<file path="config.mk">
export PLATFORM = sky130hd
export DESIGN_NAME = dmem_arbiter_flat
export DESIGN_NICKNAME = d
export VERILOG_FILES = /design/src/rtl/dmem_arbiter_if.sv /design/src/rtl/dmem_arbiter.sv /design/src/flat_wrapper.sv
export SDC_FILE = /design/constraint.sdc
export NUM_CORES = 1
export LEC_CHECK = 0
export ABC_AREA = 1
export BUFFER_PORTS_ARGS = -buffer_cell sky130_fd_sc_hd__buf_4
export CORE_AREA = 2 2 117 119
export CTS_BUF_LIST = sky130_fd_sc_hd__clkbuf_8
export DETAILED_ROUTE_END_ITERATION = 10
export DIE_AREA = 0 0 119 121
export GPL_ROUTABILITY_DRIVEN = 0
export PLACE_DENSITY = 0.52
export SLEW_MARGIN = 20
export SYNTH_ARGS = -nofsm -noshare
export SYNTH_HDL_FRONTEND = slang
export SYNTH_SLANG_ARGS = --single-unit
</file>
<file path="constraint.sdc">
create_clock -name clk -period 1.2 [get_ports clk]
set_clock_uncertainty 0.2 [all_clocks]
set_input_delay 0.06 -clock clk [delete_from_list [all_inputs] [get_ports clk]]
set_output_delay 0.06 -clock clk [all_outputs]
set_load 0.005 [all_outputs]
</file>
<file path="src/rtl/dmem_arbiter_if.sv">
// -----------------------------------------------------------------------------
// dmem_arbiter_if
// Bundles the CPU MEM-stage port, the DMA/loader port and the data-memory port
// that meet at the data-memory arbiter.
//
//   slave  : the arbiter's view (takes requests and mem_rdata, drives grants,
//            stall, DMA read return and the memory command)
//   master : the surrounding system's view (CPU, DMA engine and memory)
//
// Signals:
//   cpu_req/cpu_we/cpu_addr/cpu_wdata  CPU access request and fields
//   cpu_rdata, cpu_stall               load data and global pipeline stall
//   dma_req/dma_we/dma_addr/dma_wdata  DMA access request and fields
//   dma_gnt, dma_rvalid, dma_rdata     DMA grant and registered read return
//   mem_addr/mem_wdata/mem_rd/mem_wr   command to the single-ported memory
//   mem_rdata                          combinational read data from memory
//   in_burst                           forced DMA burst in progress
// -----------------------------------------------------------------------------
interface dmem_arbiter_if #(
    parameter int ADDR_W = 32,
    parameter int DATA_W = 32
);
    logic              cpu_req;
    logic              cpu_we;
    logic [ADDR_W-1:0] cpu_addr;
    logic [DATA_W-1:0] cpu_wdata;
    logic [DATA_W-1:0] cpu_rdata;
    logic              cpu_stall;

    logic              dma_req;
    logic              dma_we;
    logic [ADDR_W-1:0] dma_addr;
    logic [DATA_W-1:0] dma_wdata;
    logic              dma_gnt;
    logic              dma_rvalid;
    logic [DATA_W-1:0] dma_rdata;

    logic [ADDR_W-1:0] mem_addr;
    logic [DATA_W-1:0] mem_wdata;
    logic              mem_rd;
    logic              mem_wr;
    logic [DATA_W-1:0] mem_rdata;

    logic              in_burst;

    modport slave (
        input  cpu_req, cpu_we, cpu_addr, cpu_wdata,
        input  dma_req, dma_we, dma_addr, dma_wdata,
        input  mem_rdata,
        output cpu_rdata, cpu_stall,
        output dma_gnt, dma_rvalid, dma_rdata,
        output mem_addr, mem_wdata, mem_rd, mem_wr,
        output in_burst
    );

    modport master (
        output cpu_req, cpu_we, cpu_addr, cpu_wdata,
        output dma_req, dma_we, dma_addr, dma_wdata,
        output mem_rdata,
        input  cpu_rdata, cpu_stall,
        input  dma_gnt, dma_rvalid, dma_rdata,
        input  mem_addr, mem_wdata, mem_rd, mem_wr,
        input  in_burst
    );
endinterface

</file>
<file path="src/rtl/dmem_arbiter.sv">
// -----------------------------------------------------------------------------
// dmem_arbiter
// Shares the single-ported data memory between the pipeline MEM stage (CPU)
// and a DMA/loader requester. The CPU has priority; the DMA port uses idle
// MEM-stage cycles. A DMA request that sees MAX_WAIT contended cycles forces
// a burst of up to BURST_LEN DMA accesses while the pipeline is stalled.
//
// Ports:
//   clk    system clock, rising edge
//   reset  asynchronous, active-low reset
//   bus    dmem_arbiter_if.slave (CPU, DMA and memory sides)
// -----------------------------------------------------------------------------
module dmem_arbiter #(
    parameter int ADDR_W    = 32,
    parameter int DATA_W    = 32,
    parameter int MAX_WAIT  = 8,
    parameter int BURST_LEN = 4
) (
    input  logic           clk,
    input  logic           reset,
    dmem_arbiter_if.slave  bus
);
    localparam int WAIT_W  = $clog2(MAX_WAIT) + 1;
    localparam int BURST_W = $clog2(BURST_LEN) + 1;

    // Last contended cycle before a forced burst, and last access of a burst.
    localparam logic [WAIT_W-1:0]  WAIT_LAST  = WAIT_W'(MAX_WAIT - 1);
    localparam logic [BURST_W-1:0] BURST_LAST = BURST_W'(BURST_LEN - 1);

    typedef enum logic {
        CPU_OWN = 1'b0,
        FORCE   = 1'b1
    } state_t;

    state_t             r_state;
    state_t             w_state_nxt;
    logic [WAIT_W-1:0]  r_wait_cnt;
    logic [WAIT_W-1:0]  w_wait_nxt;
    logic [BURST_W-1:0] r_burst_cnt;
    logic [BURST_W-1:0] w_burst_nxt;

    logic               r_dma_rvalid;
    logic [DATA_W-1:0]  r_dma_rdata;

    logic               w_cpu_gnt;
    logic               w_dma_gnt;
    logic               w_dma_rd;
    logic [ADDR_W-1:0]  w_mem_addr;
    logic [DATA_W-1:0]  w_mem_wdata;
    logic               w_mem_rd;
    logic               w_mem_wr;
    logic               w_cpu_stall;

    // ---------------------------------------------------------------- state
    // NOTE: sequential state uses non-blocking assignments so every register
    // samples the pre-edge values regardless of statement order.
    always_ff @(posedge clk or negedge reset) begin
        if (!reset) begin
            r_state     <= CPU_OWN;
            r_wait_cnt  <= '0;
            r_burst_cnt <= '0;
        end else begin
            r_state     <= w_state_nxt;
            r_wait_cnt  <= w_wait_nxt;
            r_burst_cnt <= w_burst_nxt;
        end
    end

    // ----------------------------------------------------------- next state
    // NOTE: every variable gets a default at the top of the block so no path
    // leaves it unassigned, which would otherwise infer a latch.
    always_comb begin
        w_state_nxt = r_state;
        w_wait_nxt  = r_wait_cnt;
        w_burst_nxt = r_burst_cnt;
        case (r_state)
            CPU_OWN: begin
                if (w_dma_gnt || !bus.dma_req) begin
                    w_wait_nxt = '0;
                end else if (bus.cpu_req) begin
                    // Contended cycle: DMA loses to the CPU once more.
                    if (r_wait_cnt == WAIT_LAST) begin
                        w_state_nxt = FORCE;
                        w_wait_nxt  = '0;
                    end else begin
                        w_wait_nxt = r_wait_cnt + 1'b1;
                    end
                end
            end
            FORCE: begin
                w_wait_nxt = '0;
                // In FORCE a pending DMA request is always granted, so
                // dma_req alone tells whether an access happens this cycle.
                if (!bus.dma_req || (r_burst_cnt == BURST_LAST)) begin
                    w_state_nxt = CPU_OWN;
                    w_burst_nxt = '0;
                end else begin
                    w_burst_nxt = r_burst_cnt + 1'b1;
                end
            end
            default: begin
                w_state_nxt = CPU_OWN;
                w_burst_nxt = '0;
            end
        endcase
    end

    // -------------------------------------------------------------- outputs
    always_comb begin
        w_cpu_gnt   = (r_state == CPU_OWN) && bus.cpu_req;
        w_dma_gnt   = (r_state == FORCE) ? bus.dma_req
                                         : (!bus.cpu_req && bus.dma_req);
        w_dma_rd    = w_dma_gnt && !bus.dma_we;
        // With no grant the CPU fields stay on the bus; rd/wr are both low.
        w_mem_addr  = w_dma_gnt ? bus.dma_addr  : bus.cpu_addr;
        w_mem_wdata = w_dma_gnt ? bus.dma_wdata : bus.cpu_wdata;
        w_mem_rd    = (w_cpu_gnt && !bus.cpu_we) || w_dma_rd;
        w_mem_wr    = (w_cpu_gnt &&  bus.cpu_we) || (w_dma_gnt && bus.dma_we);
        w_cpu_stall = (r_state == FORCE) && bus.cpu_req;
    end

    assign bus.dma_gnt   = w_dma_gnt;
    assign bus.mem_addr  = w_mem_addr;
    assign bus.mem_wdata = w_mem_wdata;
    assign bus.mem_rd    = w_mem_rd;
    assign bus.mem_wr    = w_mem_wr;
    assign bus.cpu_stall = w_cpu_stall;
    assign bus.cpu_rdata = bus.mem_rdata;
    assign bus.in_burst  = (r_state == FORCE);

    // ------------------------------------------------------ DMA read return
    always_ff @(posedge clk or negedge reset) begin
        if (!reset) begin
            r_dma_rvalid <= 1'b0;
            r_dma_rdata  <= '0;
        end else begin
            r_dma_rvalid <= w_dma_rd;
            if (w_dma_rd) begin
                r_dma_rdata <= bus.mem_rdata;
            end
        end
    end

    assign bus.dma_rvalid = r_dma_rvalid;
    assign bus.dma_rdata  = r_dma_rdata;

endmodule
</file>
<file path="src/flat_wrapper.sv">
// flat-port wrapper written by rule: the top's interface ports become plain ports
module dmem_arbiter_flat 
#(
    parameter int ADDR_W    = 32,
    parameter int DATA_W    = 32,
    parameter int MAX_WAIT  = 8,
    parameter int BURST_LEN = 4
)
  (clk, reset, bus_cpu_req, bus_cpu_we, bus_cpu_addr, bus_cpu_wdata, bus_dma_req, bus_dma_we, bus_dma_addr, bus_dma_wdata, bus_mem_rdata, bus_cpu_rdata, bus_cpu_stall, bus_dma_gnt, bus_dma_rvalid, bus_dma_rdata, bus_mem_addr, bus_mem_wdata, bus_mem_rd, bus_mem_wr, bus_in_burst);
  dmem_arbiter_if #(.ADDR_W(ADDR_W), .DATA_W(DATA_W)) bus_i ();
  input  logic clk;
  input  logic reset;
  input wire logic [$bits(bus_i.cpu_req)-1:0] bus_cpu_req;
  input wire logic [$bits(bus_i.cpu_we)-1:0] bus_cpu_we;
  input wire logic [$bits(bus_i.cpu_addr)-1:0] bus_cpu_addr;
  input wire logic [$bits(bus_i.cpu_wdata)-1:0] bus_cpu_wdata;
  input wire logic [$bits(bus_i.dma_req)-1:0] bus_dma_req;
  input wire logic [$bits(bus_i.dma_we)-1:0] bus_dma_we;
  input wire logic [$bits(bus_i.dma_addr)-1:0] bus_dma_addr;
  input wire logic [$bits(bus_i.dma_wdata)-1:0] bus_dma_wdata;
  input wire logic [$bits(bus_i.mem_rdata)-1:0] bus_mem_rdata;
  output wire logic [$bits(bus_i.cpu_rdata)-1:0] bus_cpu_rdata;
  output wire logic [$bits(bus_i.cpu_stall)-1:0] bus_cpu_stall;
  output wire logic [$bits(bus_i.dma_gnt)-1:0] bus_dma_gnt;
  output wire logic [$bits(bus_i.dma_rvalid)-1:0] bus_dma_rvalid;
  output wire logic [$bits(bus_i.dma_rdata)-1:0] bus_dma_rdata;
  output wire logic [$bits(bus_i.mem_addr)-1:0] bus_mem_addr;
  output wire logic [$bits(bus_i.mem_wdata)-1:0] bus_mem_wdata;
  output wire logic [$bits(bus_i.mem_rd)-1:0] bus_mem_rd;
  output wire logic [$bits(bus_i.mem_wr)-1:0] bus_mem_wr;
  output wire logic [$bits(bus_i.in_burst)-1:0] bus_in_burst;
  assign bus_i.cpu_req = bus_cpu_req;
  assign bus_i.cpu_we = bus_cpu_we;
  assign bus_i.cpu_addr = bus_cpu_addr;
  assign bus_i.cpu_wdata = bus_cpu_wdata;
  assign bus_i.dma_req = bus_dma_req;
  assign bus_i.dma_we = bus_dma_we;
  assign bus_i.dma_addr = bus_dma_addr;
  assign bus_i.dma_wdata = bus_dma_wdata;
  assign bus_i.mem_rdata = bus_mem_rdata;
  assign bus_cpu_rdata = bus_i.cpu_rdata;
  assign bus_cpu_stall = bus_i.cpu_stall;
  assign bus_dma_gnt = bus_i.dma_gnt;
  assign bus_dma_rvalid = bus_i.dma_rvalid;
  assign bus_dma_rdata = bus_i.dma_rdata;
  assign bus_mem_addr = bus_i.mem_addr;
  assign bus_mem_wdata = bus_i.mem_wdata;
  assign bus_mem_rd = bus_i.mem_rd;
  assign bus_mem_wr = bus_i.mem_wr;
  assign bus_in_burst = bus_i.in_burst;
  dmem_arbiter #(.ADDR_W(ADDR_W), .DATA_W(DATA_W), .MAX_WAIT(MAX_WAIT), .BURST_LEN(BURST_LEN)) u_core (.clk(clk), .reset(reset), .bus(bus_i));
endmodule
</file>
# After elaboration in Yosys (flattened, before gate mapping)
# Cells that the tools add are included.
word_totals:
  ff_bits: 41
  inputBits: 166
  output_inout_bits: 134
  word_cells: 39
classes:
  n_addsub: 2
  n_eq_ne: 3
  mux: 13
  bitwise_logic: 1
  n_reduce_logical: 15
op_table:
  columns: ["cell", "count"]
  rows:
  - ["$mux W32", 2]
  - ["$mux W4", 3]
  - ["$pmux W4 S2", 1]
  - ["$logic_and A1 B1 Y1", 7]
  - ["$mux W1", 5]
  - ["$add A4 B1 Y4 const B", 1]
  - ["$eq A4 B3 Y1 const B", 1]
  - ["$logic_not A1 Y1", 4]
  - ["$logic_or A1 B1 Y1", 4]
  - ["$add A3 B1 Y3 const B", 1]
  - ["$eq A3 B2 Y1 const B", 1]
  - ["$mux W3", 1]
  - ["$ne A3 B2 Y1 const B", 1]
  - ["$pmux W1 S2", 1]
  - ["$not A1 Y1", 1]

# Depth between registers and ports, before layout
# Gate-level depths: netlist of the first run.
logic_depth:
  word_depth: 6
  ltp_mapped: 8
  ltp_nobuf: 6

# Worst setup path after synthesis of the first run
# OpenSTA, ideal clock, no wires.
synth_timing:
  path_kind: "flip-flop to output port"
  start: "register u_core.r_state (netlist: u_core.bus.in_burst)"
  end: "output port bus_mem_addr[0]"
  arrival_time_ns: 1.091
  t_required_ns: 0.940
  setup_slack_ns: -0.151
  stages_incl_launch_ff: 8
  n_path_buf: 2
  path_cell_list: "dfrtp_1 > inv_2 > nand2_4 > nand2_2 > buf_4 > buf_2 > nand2_1 > nand2_1"
synth_between:
  elab_chain_cells: 2
synth_lines:
  columns: ["item", "line_no", "text"]
  rows:
  - ["start, declared", "dmem_arbiter.sv:35", "state_t r_state;"]
  - ["start signal, assigned", "dmem_arbiter.sv:63", "r_state <= w_state_nxt;"]
  - ["$mux W1", "dmem_arbiter.sv:111", "w_dma_gnt = (r_state == FORCE) ? bus.dma_req"]
  - ["$mux W32", "dmem_arbiter.sv:115", "w_mem_addr = w_dma_gnt ? bus.dma_addr : bus.cpu_addr;"]
  - ["end, declared", "flat_wrapper.sv:27", "output wire logic [$bits(bus_i.mem_addr)-1:0] bus_mem_addr;"]
# Every way passes these cells.

# Worst setup path after layout of the first run
layout_timing:
  start: "register u_core.r_state (netlist: u_core.bus.in_burst)"
  end: "output port bus_mem_wdata[9]"
layout_between:
  elab_chain_cells: 2
layout_lines:
  columns: ["item", "line_no", "text"]
  rows:
  - ["$mux W1", "dmem_arbiter.sv:111", null]
  - ["$mux W32", "dmem_arbiter.sv:116", "w_mem_wdata = w_dma_gnt ? bus.dma_wdata : bus.cpu_wdata;"]
  - ["end, declared", "flat_wrapper.sv:28", "output wire logic [$bits(bus_i.mem_wdata)-1:0] bus_mem_wdata;"]
# Every way passes these cells.

==> impl_metrics.json, run 1 <==
{
  "required_ns": 0.94,
  "cts_buffers": 5,
  "rr_endpoint": "u_core.bus.dma_rdata[21]",
  "portBuffers": 299,
  "cpPeakStageDelay_ns": 0.40,
  "critPathKind": "reg2out",
  "rsz0062_at_grt": "yes",
  "avgSynthCellArea_um2": 6.53,
  "syn_nets": 602,
  "dieArea_mm2": 0.0144,
  "drc": 0,
  "yosysUniqueCellTypes": 20,
  "p_int_w": 0.00345,
  "maxCapViolCount": 0,
  "p_sw_w": 0.00146,
  "timing.final.hold_violations": 0,
  "root_buffer": "clkbuf_8",
  "grt_start_max_net_pins": 42,
  "pin_count": 300,
  "start_util_pct": 21.6,
  "wl_per_cell_um": 15.6,
  "tightest_slew_ns": 0.535,
  "max_freq_ghz": 0.572,
  "arrival_ns": 1.49,
  "vias": 4112,
  "cpMostUsedCell": "nand2_1",
  "fin_ws_ns": -0.549,
  "cp_cell_sequence": "inv_2 -> nand2_4 -> nand2_8 -> buf_12 -> clkbuf_16 -> nand2_1 -> nand2_1 -> buf_6",
  "syn_area_mm2": 0.00283,
  "diodes": 0,
  "nNetsFinal": 920,
  "max_slew_margin_pct": 64.3,
  "hold-worst-slack_ns": 0.0750,
  "p_comb_share_pct": 43.6,
  "ant_nets": 0,
  "htreeDepth": 2,
  "powerDensity_mw_per_mm2": 781,
  "fin_crit_sh_pct": 146,
  "cp_slowest_cell": "dfrtp_1",
  "firstDrtPassIters": 5,
  "violations": "negative setup slack",
  "dp_hpwl_um": 10100,
  "vias_per_cell": 4.44,
  "clkPwrFrac_pct": 22.5,
  "sw_frac_of_total_pct": 29.7,
  "worstSkewPairLatency_ns": 0.30,
  "rows": 42,
  "cts.path.max_buffers": 2,
  "grt_first_pass_wirelength_um": 21300,
  "fp.coreArea_mm2": 0.0131,
  "ir_worst_vdd_mv": 0.632,
  "die_w_um": 119,
  "startpoint_type": "register",
  "overflow": 0,
  "grt_pass1_vias": 3976,
  "slew_violations": 0,
  "drt_wl_total_um": 14500,
  "reg2reg_depth": 9,
  "ys_seq_elements": 41,
  "r2r_setup_slack_ns": -0.43,
  "power_frac_seq_pct": 34.0,
  "status": "complete, but fails checks",
  "groute.usage.overall_pct": 18.6,
  "yosysWarnings": 0,
  "leakage_nw": 3.52,
  "tns_ns": -47.94,
  "seq_area_frac_synth_pct": 36.3,
  "grt_antenna_before_repair": 0,
  "first_iter_violations": 177,
  "critPathMaxFanout": 8,
  "postSynthCellCount": 433,
  "hold_class": "in2async",
  "cts_sinks": 41,
  "finalSetupViolCount": 110,
  "cts_tree": "built",
  "die_h_um": 121,
  "syn_to_final_growth_pct": 122,
  "period_needed_ns": 1.75,
  "r2r-start": "u_core.bus.in_burst",
  "clkTransAtPathRegs_ns": 0.08,
  "drive_gt1_share_pct": 54.5,
  "crit_path_end_kind": "output pin"
}
[flip-flops by register name, indices dropped and copies added, names as in the netlist]
signal	flops
u_core.r_burst_cnt	3
u_core.bus.in_burst	1
u_core.bus.dma_rvalid	1
u_core.bus.dma_rdata	32
u_core.r_wait_cnt	4
[per-layer routing]
metal	track usage (%)	wire, um
met4	4.91	287
met3	4.79	1490
met2	32.1	7150
met1	22.9	5550
met5	0	0
[worst max-delay path, delay by kind of cell, from the launching register on]
kind,cells,cell delay (ns)
buffers and inverters,4,0.48
DFF,1,0.40
and+or+nand+nor,4,0.31
[area by class of cell]
| cell class | instances | area (um^2) |
|---|---|---|
| inverter | 14 | 62.6 |
| timing repair buffer | 370 | 3290 |
| tap | 176 | 220 |
| clock inverter | 2 | 35.0 |
| multi-input combinational | 319 | 1580 |
| fill | 1260 | 6810 |
| sequential | 41 | 1030 |
| clock buffer | 5 | 68.8 |
[Yosys cell counts (all sizes together)]
library cell  number  area, um^2
nand2            268        1020
buf               53         385
dfrtp             41        1030
nand4             33         206
inv               13        48.8
clkbuf             6        22.5
nor2               5        18.8
nand3              4        25.0
ha                 3        37.5
o21ai              3        15.0
clkinv             1        3.75
nand3b             1        7.51
o22ai              1        6.26
xnor2              1        8.76
[per-stage QoR]
| stage | total power (W) | std cells | instance area (um^2) | util (%) | setup WS (ns) |
|---|---|---|---|---|---|
| 4_1_cts | 0.00483 | 920 | 5960 | 45.5 | -0.514 |
| 3_5_place_dp | 0.00345 | 867 | 5100 | 39.0 | -0.206 |
| 3_3_place_gp | 0.00345 | 867 | 5100 | 39.0 | -0.188 |
| 6_report | 0.00490 | 927 | 6280 | 48.0 | -0.549 |
| 2_1_floorplan | 0.00228 | 433 | 2890 | - | -0.106 |
| 5_1_grt | 0.00521 | 927 | 6280 | 48.0 | -0.604 |
[worst max path at each step]
stage | startpoint | cells after the start | end | slack [ns]
6_report | u_core.bus.in_burst | 8 | bus_mem_wdata[9] | -0.55
5_1_grt | u_core.bus.in_burst | 8 | bus_mem_wdata[9] | -0.60
4_1_cts | u_core.bus.in_burst | 8 | bus_mem_wdata[12] | -0.51
3_5_place_dp | u_core.r_burst_cnt[0] | 5 | u_core.r_burst_cnt[1] | -0.21
3_3_place_gp | u_core.bus.in_burst | 7 | bus_mem_addr[25] | -0.19
2_1_floorplan | u_core.bus.in_burst | 8 | bus_mem_addr[0] | -0.11
[timing repair]
action,CTS,global route
hold endpoints to repair,74,0
cloned,6,4
setup endpoints to repair,110,110
pin swaps,5,25
gates resized for setup,56,59
buffers inserted,7,5
hold buffers,34,0
[cells by family after synthesis]
family,Yosys count,share of synthesized area [%]
AOI/OAI and AO/OA,4,0.752
xor gates and xnor gates,1,0.310
adders and majority gates,3,1.33
buffers and inverters,73,16.3
DFF,41,36.3
and+or+nand+nor,311,45.0
[power by group through the flow]
stage               logic (W)  registers, W  clock network, W
floorplan            0.000590       0.00169                 0
global placement      0.00177       0.00168                 0
detailed placement    0.00177       0.00168                 0
CTS                   0.00202       0.00166           0.00115
global route          0.00231       0.00169           0.00120
finish                0.00214       0.00166           0.00110
[placed cells by master (no fill, tap or decap), types with 4 or more instances in the layout]
cell           instances
buf_12                 7
buf_16                 5
buf_4                290
buf_6                 25
clkbuf_16              4
clkbuf_8               5
dfrtp_1               41
dlygate4sd3_1         34
inv_1                  8
nand2_1              217
nand2_2               43
nand2_4                7
nand4_1               33
No activity file was read; power rests on OpenSTA's default activity.
==> inputs of run 2 (changes only) <==
--- a/config.mk
+++ b/config.mk
@@ -7,12 +7,13 @@
 export LEC_CHECK = 0
 export ABC_AREA = 1
 export BUFFER_PORTS_ARGS = -buffer_cell sky130_fd_sc_hd__buf_4
-export CORE_AREA = 2 2 117 119
-export CTS_BUF_LIST = sky130_fd_sc_hd__clkbuf_8
+export CELL_PAD_IN_SITES_DETAIL_PLACEMENT = 0
+export CELL_PAD_IN_SITES_GLOBAL_PLACEMENT = 2
+export CORE_UTILIZATION = 14
+export CTS_BUF_LIST = sky130_fd_sc_hd__clkbuf_4 sky130_fd_sc_hd__clkbuf_8
 export DETAILED_ROUTE_END_ITERATION = 10
-export DIE_AREA = 0 0 119 121
 export GPL_ROUTABILITY_DRIVEN = 0
-export PLACE_DENSITY = 0.52
+export PLACE_DENSITY = 0.74
 export SLEW_MARGIN = 20
 export SYNTH_ARGS = -nofsm -noshare
 export SYNTH_HDL_FRONTEND = slang
==> run 2 against run 1 <==
Net effect:
- the flow finishes with violations (negative hold slack, negative setup slack)
- maximum frequency rose by 0.98%
- non-clock buffer count rose by 4
- hold slack got worse by 0.13 ns
- critical path type unchanged
- critical endpoint is now bus_mem_wdata[14]
- largest cell class unchanged
==> impl_metrics.json, run 2 (same netlist as run 1, synthesis figures left out) <==
{
  "status": "complete, but fails checks",
  "violations": "negative hold slack, negative setup slack",
  "syn_to_final_growth_pct": 120,
  "fp.coreArea_mm2": 0.0197,
  "grt_first_pass_wirelength_um": 20700,
  "grt_antenna_before_repair": 0,
  "timing.final.hold_violations": 12,
  "drc": 0,
  "cts.path.max_buffers": 2,
  "cts_buffers": 5,
  "grt_pass1_vias": 3718,
  "cts_tree": "built",
  "root_buffer": "clkbuf_8",
  "drt_wl_total_um": 15200,
  "most-common-layout-cells": "buf_4, nand2_1, dfrtp_1, dlygate4sd3_1, nand4_1",
  "critPathKind": "reg2out",
  "crit_path_end_kind": "output pin",
  "wl_per_cell_um": 14.9,
  "rows": 51,
  "largest_reg_flops": 32,
  "cp_cell_sequence": "inv_2 -> nand2_4 -> nand2_8 -> buf_12 -> clkbuf_16 -> nand2_1 -> nand2_1 -> buf_4",
  "period_needed_ns": 1.73,
  "crit_family": "buffers and inverters",
  "hold_buffers": 34,
  "maxCapViolCount": 0,
  "tns_ns": -40.75,
  "groute.usage.overall_pct": 13.1,
  "finalSetupViolCount": 110,
  "final_common_cell": "buf_4",
  "multi_input_area_mm2": 0.00152,
  "arrival_ns": 1.47,
  "cp_slowest_cell": "dfrtp_1",
  "vias": 3925,
  "leakage_nw": 3.46,
  "slew_violations": 0,
  "overflow": 0,
  "fillers": 2188,
  "startpoint_type": "register",
  "powerDensity_mw_per_mm2": 751,
  "critPathMaxFanout": 8,
  "hold-worst-slack_ns": -0.0538,
  "nNetsFinal": 924,
  "drive_gt1_share_pct": 52.5,
  "hold_class": "in2async",
  "layout.cells.non_filler": 1021,
  "fin_ws_ns": -0.532,
  "start_util_pct": 14.4,
  "dieArea_mm2": 0.0208,
  "cpPeakStageDelay_ns": 0.40,
  "dpl.cell_count": 968,
  "pin_count": 300,
  "dp_hpwl_um": 11600,
  "clkTransAtPathRegs_ns": 0.08,
  "cts_sinks": 41,
  "portBuffers": 299,
  "first_iter_violations": 103,
  "ant_nets": 0,
  "die_h_um": 144,
  "diodes": 0,
  "grt_start_max_net_pins": 33,
  "ir_worst_vdd_mv": 0.606,
  "worstSkewPairLatency_ns": 0.31,
  "seqCellArea_mm2": 0.00103,
  "cpMostUsedCell": "nand2_1",
  "max_freq_ghz": 0.577,
  "htreeDepth": 2,
  "tightest_slew_ns": 0.356,
  "vias_per_cell": 3.84,
  "crit_buf_inv": 4,
  "fin_crit_sh_pct": 144,
  "required_ns": 0.94,
  "max_slew_margin_pct": 76.2,
  "rsz0062_at_grt": "yes",
  "firstDrtPassIters": 4,
  "die_w_um": 144
}
run 2: power by group:
part | internal [W] | switching [W] | leakage, nW
logic | 0.00124 | 0.000831 | 2.91
registers | 0.00156 | 0.000102 | 0.508
clock network | 0.000403 | 0.000534 | 0.0439
run 2: layout make-up:
type	instances	area share, %
clock inverters	3	0.282
well taps	265	5.33
clock buffers	5	1.11
repair buffers	374	51.4
inverters	14	0.925
multi-input cells	319	24.5
flip-flops and latches	41	16.5
run 2: worst reg2reg max path: cells and delay by family, from the launching register on:
family | cells | cell delay [ns]
and+or+nand+nor | 4 | 0.32
DFF | 1 | 0.37
buffers and inverters | 3 | 0.44
run 2: metrics by stage:
stage	power (W)	hold slack [ns]	instance area (um^2)	util [%]	setup WS (ns)
2_1_floorplan	0.00228	-0.436	2890	-	-0.106
3_3_place_gp	0.00354	-0.269	5330	27.1	-0.227
3_5_place_dp	0.00353	-0.264	5330	27.1	-0.209
4_1_cts	0.00461	-0.0639	5890	30.0	-0.532
5_1_grt	0.00499	-0.0314	6220	31.6	-0.624
6_report	0.00467	-0.0538	6220	31.6	-0.532
run 2: timing repair:
item | CTS | global route
hold endpoints to repair | 74 | 12
resized for setup | 26 | 57
endpoints found under the setup margin | 110 | 110
buffers inserted | 5 | 0
cloned | 1 | 6
pin swaps | 4 | 14
run 2: worst paths after layout:
path / start / end / slack (ns) / cells past startpoint
min: reset / u_core.bus.dma_rdata[17] / -0.05 / 2
max reg2reg: u_core.bus.in_burst / u_core.bus.dma_rdata[2] / -0.23 / 7
max: u_core.bus.in_burst / bus_mem_wdata[14] / -0.53 / 8
min reg2reg: u_core.bus.dma_rdata[30] / u_core.bus.dma_rdata[30] / 0.28 / 2
max in group asynchronous: reset / u_core.bus.dma_rdata[21] / 0.47 / 3
min in group clk: bus_cpu_req / u_core.bus.dma_rdata[19] / 0.05 / 5
run 2: metal layers:
layer  global-route usage (%)  wire length (um)  vias up
met5                        0                 0        -
met4                     2.69               109        0
met3                     3.58              1380        5
met2                     23.5              7430      195
met1                     15.5              6260     1767
li1                         -                 -     1958
